`src/rtl/press_count_pkg.sv`:
```
// Shared types, the blank-segment constant and the BCD to 7-segment encoder
// for the press counter display.
package press_count_pkg;

  typedef logic [3:0] bcd_t;

  // All segments off on a common-anode display (active-low drive).
  localparam logic [6:0] SEG_OFF = 7'h7F;

  // Active-low {g,f,e,d,c,b,a} pattern for one decimal digit.
  // Codes A-F cannot occur in a valid count, so they show nothing.
  function automatic logic [6:0] bcd_to_seg(input bcd_t d);
    logic [6:0] s;
    case (d)
      4'd0:    s = 7'h40;
      4'd1:    s = 7'h79;
      4'd2:    s = 7'h24;
      4'd3:    s = 7'h30;
      4'd4:    s = 7'h19;
      4'd5:    s = 7'h12;
      4'd6:    s = 7'h02;
      4'd7:    s = 7'h78;
      4'd8:    s = 7'h00;
      4'd9:    s = 7'h10;
      default: s = SEG_OFF;
    endcase
    return s;
  endfunction

endpackage

```
`src/rtl/press_count_display_bcd_decade.sv`:
```
// One decimal decade of the press counter. It advances only when the global
// increment is present and every lower decade is at 9 (carry_in), and
// reports carry_out when it is itself at 9 with carry_in set.
module bcd_decade
  import press_count_pkg::*;
(
  input  logic clock,
  input  logic reset,
  input  logic inc,
  input  logic clr,
  input  logic carry_in,
  output bcd_t value,
  output logic carry_out
);

  bcd_t value_q;
  bcd_t value_d;
  logic at_nine;

  // Next decade value: clear dominates, otherwise count 0..9 on a carried increment.
  always_comb begin
    at_nine = (value_q == 4'd9);
    value_d = value_q;
    if (clr) begin
      value_d = '0;
    end else if (inc && carry_in) begin
      value_d = at_nine ? 4'd0 : value_q + 4'd1;
    end
  end

  // Decade register.
  always_ff @(posedge clock or negedge reset) begin
    if (!reset) begin
      value_q <= '0;
    end else begin
      value_q <= value_d;
    end
  end

  assign value     = value_q;
  assign carry_out = carry_in & at_nine;

endmodule

```
`src/rtl/press_count_display.sv`:
```
// Press counter with a multiplexed common-anode 7-segment readout.
// A chain of BCD decades holds the count; a prescaler paces a scan index
// that selects which digit the registered seg/digit_en outputs show.
module press_count_display
  import press_count_pkg::*;
#(
  parameter int DIGITS   = 4,
  parameter int SCAN_DIV = 50000,
  parameter int BLANK_LZ = 1
) (
  input  logic                  clock,
  input  logic                  reset,
  input  logic                  pressPulse,
  input  logic                  clear,
  output logic [4*DIGITS-1:0]   count_bcd,
  output logic                  overflow,
  output logic [6:0]            seg,
  output logic [DIGITS-1:0]     digit_en
);

  localparam int IDX_W = (DIGITS > 1) ? $clog2(DIGITS) : 1;
  localparam int PRE_W = $clog2(SCAN_DIV);
  localparam logic [IDX_W-1:0] IDX_LAST = IDX_W'(DIGITS - 1);
  localparam logic [PRE_W-1:0] PRE_LAST = PRE_W'(SCAN_DIV - 1);

  // carry[i] is high when decades below i are all 9; carry[DIGITS] means all-9s.
  logic [DIGITS:0] carry;
  assign carry[0] = 1'b1;

  for (genvar i = 0; i < DIGITS; i++) begin : g_decade
    bcd_decade u_decade (
      .clock     (clock),
      .reset     (reset),
      .inc       (pressPulse),
      .clr       (clear),
      .carry_in  (carry[i]),
      .value     (count_bcd[4*i +: 4]),
      .carry_out (carry[i+1])
    );
  end

  logic overflow_q, overflow_d;
  logic [PRE_W-1:0] pre_q, pre_d;
  logic tick;
  logic [IDX_W-1:0] idx_q, idx_d;
  logic [6:0] seg_q, seg_d;
  logic [DIGITS-1:0] digit_en_q, digit_en_d;
  bcd_t sel_digit;
  logic nz_above;
  logic blank_sel;

  // Wrap pulse: an accepted press while every decade reads 9.
  always_comb begin
    overflow_d = pressPulse & ~clear & carry[DIGITS];
  end

  // Prescaler: free-running 0..SCAN_DIV-1, tick on the last count.
  always_comb begin
    tick  = (pre_q == PRE_LAST);
    pre_d = tick ? '0 : pre_q + 1'b1;
  end

  // Scan FSM next state: step through digits on each tick, wrapping after the last.
  always_comb begin
    idx_d = idx_q;
    if (tick) begin
      idx_d = (idx_q == IDX_LAST) ? '0 : idx_q + 1'b1;
    end
  end

  // Scan FSM outputs: pick the digit entering the slot and decide leading-zero blanking.
  always_comb begin
    sel_digit = '0;
    nz_above  = 1'b0;
    blank_sel = 1'b0;
    for (int k = DIGITS - 1; k >= 0; k--) begin
      nz_above = nz_above | (count_bcd[4*k +: 4] != 4'd0);
      if (IDX_W'(k) == idx_d) begin
        sel_digit = count_bcd[4*k +: 4];
        blank_sel = (BLANK_LZ != 0) && (k != 0) && !nz_above;
      end
    end
    seg_d      = seg_q;
    digit_en_d = digit_en_q;
    if (tick) begin
      seg_d      = blank_sel ? SEG_OFF : bcd_to_seg(sel_digit);
      digit_en_d = ~(DIGITS'(1) << idx_d);
    end
  end

  // State and output registers; everything returns to display-off on reset.
  always_ff @(posedge clock or negedge reset) begin
    if (!reset) begin
      overflow_q <= 1'b0;
      pre_q      <= '0;
      idx_q      <= '0;
      seg_q      <= SEG_OFF;
      digit_en_q <= '1;
    end else begin
      overflow_q <= overflow_d;
      pre_q      <= pre_d;
      idx_q      <= idx_d;
      seg_q      <= seg_d;
      digit_en_q <= digit_en_d;
    end
  end

  assign overflow = overflow_q;
  assign seg      = seg_q;
  assign digit_en = digit_en_q;

endmodule

```
`config.mk`:
```
export PLATFORM = sky130hd
export DESIGN_NAME = press_count_display
export DESIGN_NICKNAME = d
export VERILOG_FILES = /design/src/rtl/press_count_pkg.sv /design/src/rtl/press_count_display_bcd_decade.sv /design/src/rtl/press_count_display.sv
export SDC_FILE = /design/constraint.sdc
export NUM_CORES = 1
export LEC_CHECK = 0
export ABC_CLOCK_PERIOD_IN_PS = 8500
export BUFFER_PORTS_ARGS = -buffer_cell sky130_fd_sc_hd__buf_2
export CAP_MARGIN = 0
export CORE_ASPECT_RATIO = 0.9
export CORE_MARGIN = 2
export CORE_UTILIZATION = 60
export DETAILED_ROUTE_END_ITERATION = 8
export PLACE_DENSITY = 0.89
export SLEW_MARGIN = 20
export SYNTH_ARGS = -nofsm -noshare
export SYNTH_HDL_FRONTEND = slang
export SYNTH_SLANG_ARGS = --single-unit
```
`constraint.sdc`:
```
create_clock -name clock -period 8.5 [get_ports clock]
set_clock_uncertainty 0.05 [all_clocks]
set_input_delay 0.425 -clock clock [delete_from_list [all_inputs] [get_ports clock]]
set_output_delay 0.425 -clock clock [all_outputs]
set_load 0.01 [all_outputs]
```
* Word-level counts from Yosys, hierarchy flattened *
Memory sizes are Yosys's and may differ from the RTL's.
Index checks and enable logic that the tools add are counted.

operators by class
  $add $sub $neg = 6
  multiply operators = 0
  div/mod/pow operators = 0
  order comparisons = 0
  equal/unequal tests = 9
  shift-type cells = 1
  muxes and demuxes = 24
  bitwise operators = 9
  reductions and logical operators = 14

operators by type and width
  kind                                                               count
  4-bit 2-to-1 mux                                                   16
  16-bit by 1-bit adder with 16-bit output, second input constant    1
  4-bit by 1-bit adder with 4-bit output, second input constant      4
  16-bit == test, second input constant                              1
  4-bit == test, second input constant                               4
  16-bit 2-to-1 mux                                                  1
  4-bit nonzero test                                                 3
  2-bit nonzero test                                                 4
  7-bit 2-to-1 mux                                                   1
  1-bit bitwise AND                                                  5
  2-bit == test, first input constant                                2
  1-bit 2-to-1 mux                                                   4
  2-bit 2-to-1 mux                                                   2
  4-bit inverter                                                     1
  1-bit by 2-bit << shifter with 4-bit output, first input constant  1
  1-bit logical AND                                                  3
  1-bit zero test                                                    3
  2-bit by 1-bit adder with 2-bit output, second input constant      1
  1-bit by 2-bit == test with 1-bit output, first input constant     1
  2-bit == test, second input constant                               1
  2-bit zero test                                                    1
  1-bit OR                                                           2
  1-bit inverter                                                     1

storage, ports and cells
  flip-flop bits (word level) = 46
  latch bits = 0
  bits in writable memories = 0
  memory bits (read-only) = 112
  bits of input ports = 4
  word-level logic and storage cells = 73
  memories = 1

memories
  memory            depth  width  rd ports  clocked after Yosys merged registers in  wr ports  line                   RTL
  (name not given)  16     7      1         0                                        0         press_count_pkg.sv:14  case (d)

* Logic depth before layout (Yosys ltp) *
Gate-level depths: netlist of the first run.
An unclocked memory read counts as a cell.

  word-level depth = 10
  gate-level depth with buffers = 12

* Hierarchy *
A second synthesis of the first run with hierarchy kept.

unflattened totals
  cell total of the unflattened synthesis = 271
  area total of the unflattened synthesis = 2656.3 um^2

modules (own cells, without submodules)
  module               instances  cells an instance  area an instance (um^2)  seq. area each (um^2)
  press_count_display  1          167                1700.4                   764.5
  bcd_decade           4          26                 239.0                    100.1

* Worst setup path before layout of the first run *
Ideal clock, no wire load.

  kind = flip-flop to flip-flop
  from = register pre_q[7]
  to = register seg_q[3] (netlist: seg[3])
  library setup time = 0.083 ns
  arrival time = 2.985 ns
  data required time = 8.367 ns
  path slack = 5.382 ns
  cell stages (with the launch flop) = 11
  cell sequence = dfrtp_1 -> or4b_4 -> nor4_4 -> mux2i_2 -> clkinv_2 -> a211oi_1 -> or2_1 -> inv_1 -> ha_1 -> nor2_1 -> o32a_1

on the way
  cells in the longest elaborated chain, start to end = 9
  elaborated cells between the ends (all ways) = 16
  those cells by class = eq/ne: 4; mux: 10; reduce/logical: 1; memory: 1

ends and longest elaborated chain
  item                           line                        RTL
  start, declared                press_count_display.sv:43   logic [PRE_W-1:0] pre_q, pre_d;
  start signal, assigned         press_count_display.sv:101  pre_q <= pre_d;
  16-bit == test *               press_count_display.sv:59   tick = (pre_q == PRE_LAST);
  2-bit 2-to-1 mux *             press_count_display.sv:66   if (tick) begin
  net idx_d[0]                   press_count_display.sv:45   logic [IDX_W-1:0] idx_q, idx_d;
  2-bit == test                  press_count_display.sv:78   if (IDX_W'(k) == idx_d) begin
  4-bit 2-to-1 mux (4 in a row)  press_count_display.sv:78
  memory 16 x 7 bit              n/a
  7-bit 2-to-1 mux *             press_count_display.sv:86   seg_d = blank_sel ? SEG_OFF : bcd_to_seg(sel_digit);
  end signal, assigned           press_count_display.sv:103  seg_q <= seg_d;
  end, declared                  press_count_display.sv:46   logic [6:0] seg_q, seg_d;

Mark *: on every way through the listed nets, which the timed path passes. The rest lies on a longest branch.
A chain may end at the register's enable or synchronous reset.

* Worst setup path after layout of the first run *
Ends and elaborated chain as after synthesis.

==> run_results.csv, run 1 <==
group,metric,value,unit
die,pin_count,32,
clock_tree,cts_tree,"yes",
critical_path,cp.arrival,3.49,ns
logic_synthesis,seq_area_frac_synth,0.445,
cells_and_area,syn_to_final_growth,11.2,%
placed_design,place_ws,5.28,ns
clock_tree,postCtsSetupBuffers,0,
clock_tree,clk_latency,0.30,ns
cells_and_area,antenna_cells,0,
global_routing,overflow,0,
power_and_ir_drop,p_leak,1.37,nW
clock_tree,cts_buffer_depth,2,
sta,setup_slack,5.19,ns
critical_path,cp-end-kind,"register",
critical_path,crit_type,"reg -> reg",
logic_synthesis,syn_avg_cell_area,9.44,µm²
clock_tree,cts_sinks,46,
routing,routed_wl,5440,µm
sta,timing.final.crit_share,0.389,
critical_path,reg2reg_slack,5.19,ns
die,num_rows,22,
logic_synthesis,syn_inst,277,
routing,drtPass1Iterations,5,
routing,via_count,2179,
sta,timing.slew.headroom,0.623,
placed_design,port_buffers,31,
clock_tree,cts-resized-gates,0,
placed_design,dp_cells,351,
global_routing,grt_pass1_wl,9380,µm
sta,slew_viol_final,0,
global_routing,grt_use_met3,0.0484,
sta,max_freq,302,MHz
logic_synthesis,synthFlopType,"dfrtp_1",
cells_and_area,drive_gt1_frac,0.199,
clock_tree,htreeDepth,2,
critical_path,crit_fanout,7,
critical_path,startpoint_type,"register",
routing,ant_nets,0,
logic_synthesis,ys_types,55,
global_routing,grt_max_degree,47,
clock_tree,hold_buffers,0,
sta,rsz0062_at_grt,"false",
clock_tree,cts_buffers,5,
die,die_area,0.00490,mm²
run_status,status,"finished clean",
critical_path,required,8.68,ns
logic_synthesis,synth.ff_latch_count,46,
die,die_y,66.6,µm
global_routing,first_global_vias,2019,
global_routing,top_usage_layer,"met2",
cells_and_area,fillCellCount,331,
sta,fin_setup_tns,0,ns
clock_tree,cts_root_buf,"clkbuf_8",
routing,drt_iter0_markers,144,
power_and_ir_drop,powerDensity,128,mW/mm²
routing,vias_per_cell,6.07,
global_routing,antenna_found_initial,0,
placed_design,dp_hpwl,3920,µm
placed_design,gp_congestion,0.931,
global_routing,gr-usage-met1,0.346,
die,initial_core_util,0.633,
logic_synthesis,async_reset_ff_frac,1.00,
die,core_area,0.00413,mm²
logic_synthesis,synth_edf_count,0,
global_routing,track_usage,0.248,
sta,setup_viol,0,
die,die_w,73.6,µm
sta,tightest_slew,0.566,ns
run,cap_violations,0,
logic_synthesis,synth_nets,292,
routing,drc_errors,0,
logic_synthesis,ys.warnings.count,0,
logic_synthesis,synth_area,0.00262,mm²
sta,period_needed,3.31,ns
clock_tree,clk_pin_slew_worst_paths,0.08,ns
cells_and_area,finalNetCount,325,
routing,routedWlPerCell,15.1,µm
power_and_ir_drop,total_power,373,µW
sta,hold_viol,0,
power_and_ir_drop,peakVddDrop,0.000103,V
global_routing,met2_usage,0.387,
cells_and_area,final_cell_count_no_fill,359,
hold_path,holdCritPathClass,"in -> async",
## Yosys cell counts (all sizes together), types with 3 or more instances
cell type	n	area [µm²]
dfstp	11	289
nor2	43	169
and2	3	18.8
dfrtp	35	876
mux2i	3	33.8
nor4	3	33.8
nand2	19	71.3
xnor2	7	61.3
a31oi	3	18.8
nor3	6	30.0
a211oi	6	50.1
inv	13	48.8
nor2b	3	18.8
nand3	17	90.1
o21ai	11	55.1
clkbuf	5	18.8
nand4	3	18.8
a21oi	19	95.1
or3	3	18.8
ha	11	138
and3	7	43.8
xor2	9	78.8
a21boi	5	37.5
## placed cells by master, fill, tap and decap left out, types with 3 or more instances in the layout
| master | synthesis | routed |
|---|---|---|
| nor3_1 | 6 | 6 |
| dfstp_2 | 11 | 11 |
| clkbuf_8 | 0 | 6 |
| buf_2 | 0 | 30 |
| dfrtp_1 | 35 | 35 |
| inv_1 | 12 | 12 |
| and3_1 | 7 | 7 |
| a21oi_1 | 19 | 19 |
| ha_1 | 11 | 11 |
| a31oi_1 | 3 | 3 |
| o21ai_0 | 11 | 11 |
| xnor2_1 | 7 | 7 |
| nand3_1 | 16 | 16 |
| and2_1 | 3 | 3 |
| a21boi_0 | 3 | 3 |
| nor2b_1 | 3 | 3 |
| a211oi_1 | 5 | 5 |
| nand4_1 | 3 | 3 |
| nor2_1 | 42 | 42 |
| xor2_1 | 9 | 9 |
| or3_1 | 3 | 3 |
| nand2_1 | 19 | 19 |
## report_power, final
| group | switching [mW] | leakage [nW] | total [mW] | internal [mW] |
|---|---|---|---|---|
| clock | 0.0704 | 0.0482 | 0.136 | 0.0656 |
| combinational | 0.0107 | 0.734 | 0.0155 | 0.00474 |
| sequential | 0.00165 | 0.587 | 0.221 | 0.220 |
## cell type report
cell class                 instances  area, µm²  share of cell area
clock buffer                       7       86.3              0.0297
clock inverter                     1       5.00             0.00172
inverter                          14       53.8              0.0185
multi-input combinational        211       1370               0.472
sequential                        46       1160               0.400
tap                               48       60.1              0.0206
timing repair buffer              32        165              0.0568
## sequential cells by signal, indices dropped and copies added, names as in the netlist
| register | flops |
|---|---|
| pre_q | 16 |
| seg | 7 |
| g_decade.u_decade.value | 16 |
| overflow | 1 |
| digit_en | 4 |
| idx_q | 2 |
## cell families (layout without fill, tap and decap cells)
logic type,after synthesis,count (layout),synth area share
simple gates,120,120,0.242
fa+ha+maj,11,11,0.0526
compound gates,60,60,0.160
xor+xnor,16,16,0.0536
mux,4,4,0.0172
buf+inv,20,54,0.0292
flops,46,46,0.445
## critical path, cell delays in order, from the launching register on
cell	delay, ns
dfrtp_1	0.42
or4b_4	0.60
nor4_4	0.22
mux2i_2	0.53
clkinv_2	0.21
a211oi_1	0.38
nor2_1	0.14
ha_1	0.31
nor2_1	0.04
o32a_1	0.33
## layer usage
| layer | routed length, µm | up-vias |
|---|---|---|
| met5 | 0 | - |
| met4 | 89 | 0 |
| met3 | 275 | 9 |
| met2 | 2620 | 66 |
| met1 | 2450 | 1048 |
| li1 | - | 1056 |
## stage by stage
stage | hold slack, ns | instance area (µm²) | util
global placement | 0.390 | 2820 | 0.682
floorplan | 0.0794 | 2620 | -
finish | 0.0749 | 2910 | 0.705
detailed placement | 0.422 | 2820 | 0.682
global route | 0.115 | 2910 | 0.705
CTS | 0.266 | 2910 | 0.704
## worst paths after layout
| path | from | to | cells after the start |
|---|---|---|---|
| max | pre_q[7] | seg[3] | 9 |
| min | reset | pre_q[6] | 1 |
| max reg2reg | pre_q[7] | seg[3] | 9 |
| min reg2reg | digit_en[3] | digit_en[3] | 2 |
| max in group asynchronous | reset | seg[0] | 1 |
| min in group clock | pressPulse | g_decade[1].u_decade.value[1] | 3 |
Note: power is estimated with default switching activity, not from simulation.
==> inputs of run 2 (changes only) <==
--- a/config.mk
+++ b/config.mk
@@ -5,14 +5,15 @@
 export SDC_FILE = /design/constraint.sdc
 export NUM_CORES = 1
 export LEC_CHECK = 0
-export ABC_CLOCK_PERIOD_IN_PS = 8500
+export ABC_AREA = 1
+export ABC_CLOCK_PERIOD_IN_PS = 3500
 export BUFFER_PORTS_ARGS = -buffer_cell sky130_fd_sc_hd__buf_2
 export CAP_MARGIN = 0
 export CORE_ASPECT_RATIO = 0.9
 export CORE_MARGIN = 2
-export CORE_UTILIZATION = 60
+export CORE_UTILIZATION = 58
 export DETAILED_ROUTE_END_ITERATION = 8
-export PLACE_DENSITY = 0.89
+export PLACE_DENSITY = 0.86
 export SLEW_MARGIN = 20
 export SYNTH_ARGS = -nofsm -noshare
 export SYNTH_HDL_FRONTEND = slang
==> constraint.sdc (replaced) <==
create_clock -name clock -period 3.5 [get_ports clock]
set_clock_uncertainty 0.05 [all_clocks]
set_input_delay 0.175 -clock clock [delete_from_list [all_inputs] [get_ports clock]]
set_output_delay 0.175 -clock clock [all_outputs]
set_load 0.01 [all_outputs]
==> run_results.csv, run 2 <==
group,metric,value,unit
logic_synthesis,synth_top_area_share,0.312,
run,cap_violations,0,
power_and_ir_drop,peakVddDrop,0.000192,V
sta,fin_setup_tns,0,ns
routing,vias_per_cell,5.33,
logic_synthesis,synth_common_cells,"inv_1, nand2_1, dfrtp_1, nand3_1, nor2_1",
power_and_ir_drop,switching_share,0.255,
cells_and_area,final_common_cell,"inv_1",
die,pin_count,32,
cells_and_area,drive_gt1_frac,0.255,
sta,max_freq,428,MHz
routing,ant_nets,0,
run_status,status,"finished clean",
sta,setup_viol,0,
die,initial_core_util,0.593,
cells_and_area,finalNetCount,395,
logic_synthesis,syn_avg_cell_area,8.24,µm²
logic_synthesis,synth_adder_area_share,0.0490,
sta,timing.final.crit_share,0.668,
critical_path,cp-end-kind,"register",
cells_and_area,layout_common_cells,"inv_1, nand2_1, nand3_1, dfrtp_1, nor2_1",
die,die_w,77.4,µm
routing,routed_wl,5720,µm
logic_synthesis,ys.warnings.count,0,
hold_path,holdPathStages,3,
logic_synthesis,synthXorXnorAreaFrac,0.0156,
logic_synthesis,async_reset_ff_frac,1.00,
critical_path,required,3.69,ns
clock_tree,cts_buffers,5,
routing,drc_errors,0,
die,die_area,0.00542,mm²
clock_tree,postCtsSetupBuffers,0,
critical_path,r2r-end,"seg[3]",
power_and_ir_drop,netSwitchingPower,242,µW
sta,slew_viol_final,0,
clock_tree,htreeDepth,2,
sta,hold_viol,0,
placed_design,place_ws,1.16,ns
global_routing,grt_max_degree,47,
logic_synthesis,synth_edf_count,0,
logic_synthesis,syn_inst,341,
routing,drtPass1Iterations,4,
logic_synthesis,synth_area,0.00281,mm²
power_and_ir_drop,combinationalPowerShare,0.089,
critical_path,crit_fanout,10,
cells_and_area,antenna_cells,0,
die,core_area,0.00474,mm²
critical_path,reg2reg_depth,12,
power_and_ir_drop,p_int,709,µW
clock_tree,cts_root_buf,"clkbuf_8",
cells_and_area,final_cell_count_no_fill,446,
power_and_ir_drop,p_leak,1.52,nW
placed_design,dp_cells,437,
global_routing,antenna_found_initial,0,
logic_synthesis,synth_nets,356,
placed_design,port_buffers,31,
logic_synthesis,seq_area_frac_synth,0.414,
clock_tree,cts_tree,"yes",
logic_synthesis,synthMuxAreaShare,0,
global_routing,overflow,0,
clock_tree,cts_sinks,46,
global_routing,track_usage,0.234,
logic_synthesis,yosysMostFrequentCell,"inv_1",
clock_tree,clk_latency,0.31,ns
power_and_ir_drop,powerDensity,302,mW/mm²
logic_synthesis,synthFlopType,"dfrtp_1",
clock_tree,clk_pin_slew_worst_paths,0.09,ns
critical_path,worstReg2RegStart,"pre_q[0]",
global_routing,first_global_vias,2310,
routing,routedWlPerCell,12.8,µm
logic_synthesis,synth.area.top_cells,"dfrtp_1, dfstp_2, inv_1",
logic_synthesis,ys_types,35,
sta,timing.slew.headroom,0.624,
placed_design,gp_congestion,0.865,
sta,tightest_slew,0.564,ns
power_and_ir_drop,clkPwrFrac,0.328,
critical_path,startpoint_type,"register",
logic_synthesis,synth.ff_latch_count,46,
logic_synthesis,yosys.area.top_type,"dfrtp_1",
hold_path,holdCritPathClass,"in -> reg",
placed_design,dp_hpwl,4390,µm
logic_synthesis,synth_top_family_by_area,"simple AND/OR/NAND/NOR gates",
sta,rsz0062_at_grt,"false",
routing,drt_iter0_markers,105,
critical_path,crit_type,"reg -> reg",
clock_tree,cts_buffer_depth,2,
power_and_ir_drop,p_seq_frac,0.582,
critical_path,cp.arrival,2.52,ns
critical_path,reg2reg_slack,1.16,ns
logic_synthesis,synth_compound_area_frac,0.0943,
cells_and_area,syn_to_final_growth,11.9,%
logic_synthesis,yosys.area_share.simple,0.353,
global_routing,grt_pass1_wl,10000,µm
hold_path,holdCritStartpoint,"pressPulse",
sta,setup_slack,1.16,ns
die,die_y,70.1,µm
sta,period_needed,2.34,ns
routing,via_count,2376,
die,num_rows,24,
hold_path,hold_end,"g_decade[0].u_decade.value[0]",
==> run 2: cell types whose count changed in the layout (fill, tap and decap cells not counted), sizes merged, moves of 7 or more <==
cell / before / now
xnor2: 7 / 0
nand2: 19 / 66
inv: 13 / 52
and3: 7 / 0
nand3: 17 / 40
==> run 2: critical path, cell delays in order (launching register included) <==
cell and delay, ns:
dfrtp_1 0.37, ha_1 0.23, nand3_4 0.15, nor2_2 0.15, nand2_2 0.11, nand2_2 0.12
nand2_4 0.10, nand3_1 0.12, nand4_1 0.18, ha_1 0.33, nand2_1 0.11, nand3_1 0.10
a21oi_2 0.15
==> run 2: worst max-delay path by stage <==
stage	from	to	slack, ns
CTS	pre_q[0]	seg[3]	1.15
finish	pre_q[0]	seg[3]	1.16
global route	pre_q[0]	seg[3]	1.0
detailed placement	pre_q[0]	seg[3]	1.16
global placement	pre_q[0]	seg[3]	1.30
floorplan	pre_q[0]	seg[3]	1.39
==> run 2: repair_timing <==
item | CTS | global route
hold endpoints to repair | 0 | 35
resized for setup | 0 | 0
hold buffers | 0 | 1
==> run 2: metrics by stage <==
stage | utilization | hold slack, ns | area, µm² | power, mW
floorplan | - | -0.171 | 2810 | 0.613
global placement | 0.643 | 0.338 | 3050 | 0.646
detailed placement | 0.643 | 0.335 | 3050 | 0.648
CTS | 0.661 | 0.000282 | 3130 | 0.957
global route | 0.663 | 0.157 | 3150 | 0.992
finish | 0.663 | 0.118 | 3150 | 0.951
==> run 2: cell type report <==
| type | count | area, µm² |
|---|---|---|
| Sequential cell | 46 | 1160 |
| Multi-Input combinational cell | 240 | 1440 |
| Fill cell | 413 | 1600 |
| Clock buffer | 6 | 72.6 |
| Timing Repair Buffer | 33 | 175 |
| Clock inverter | 2 | 10.0 |
| Inverter | 54 | 204 |
| Tap cell | 65 | 81.3 |
==> run 2: cell families (layout without fill, tap and decap cells) <==
family | Yosys count | in the layout
compound gates | 46 | 46
flops | 46 | 46
buf+inv | 55 | 95
simple gates | 178 | 178
xor+xnor | 5 | 5
fa+ha+maj | 11 | 11
==> run 2: metal layers <==
metal / global-route usage / up-vias / routed length, µm
met2: 0.368 / 64 / 2560
met3: 0.0646 / 18 / 321
li1: - / 1198 / -
met4: 0.0873 / 0 / 127
met5: 0 / - / 0
met1: 0.309 / 1096 / 2710
==> run 2: power by group through the flow <==
stage	Clock (mW)	Combinational, mW	Sequential [mW]
after CTS	0.318	0.0851	0.553
after detailed placement	0	0.0848	0.564
after floorplan	0	0.0497	0.563
after global placement	0	0.0827	0.563
final	0.312	0.0850	0.554
after global routing	0.337	0.0992	0.555
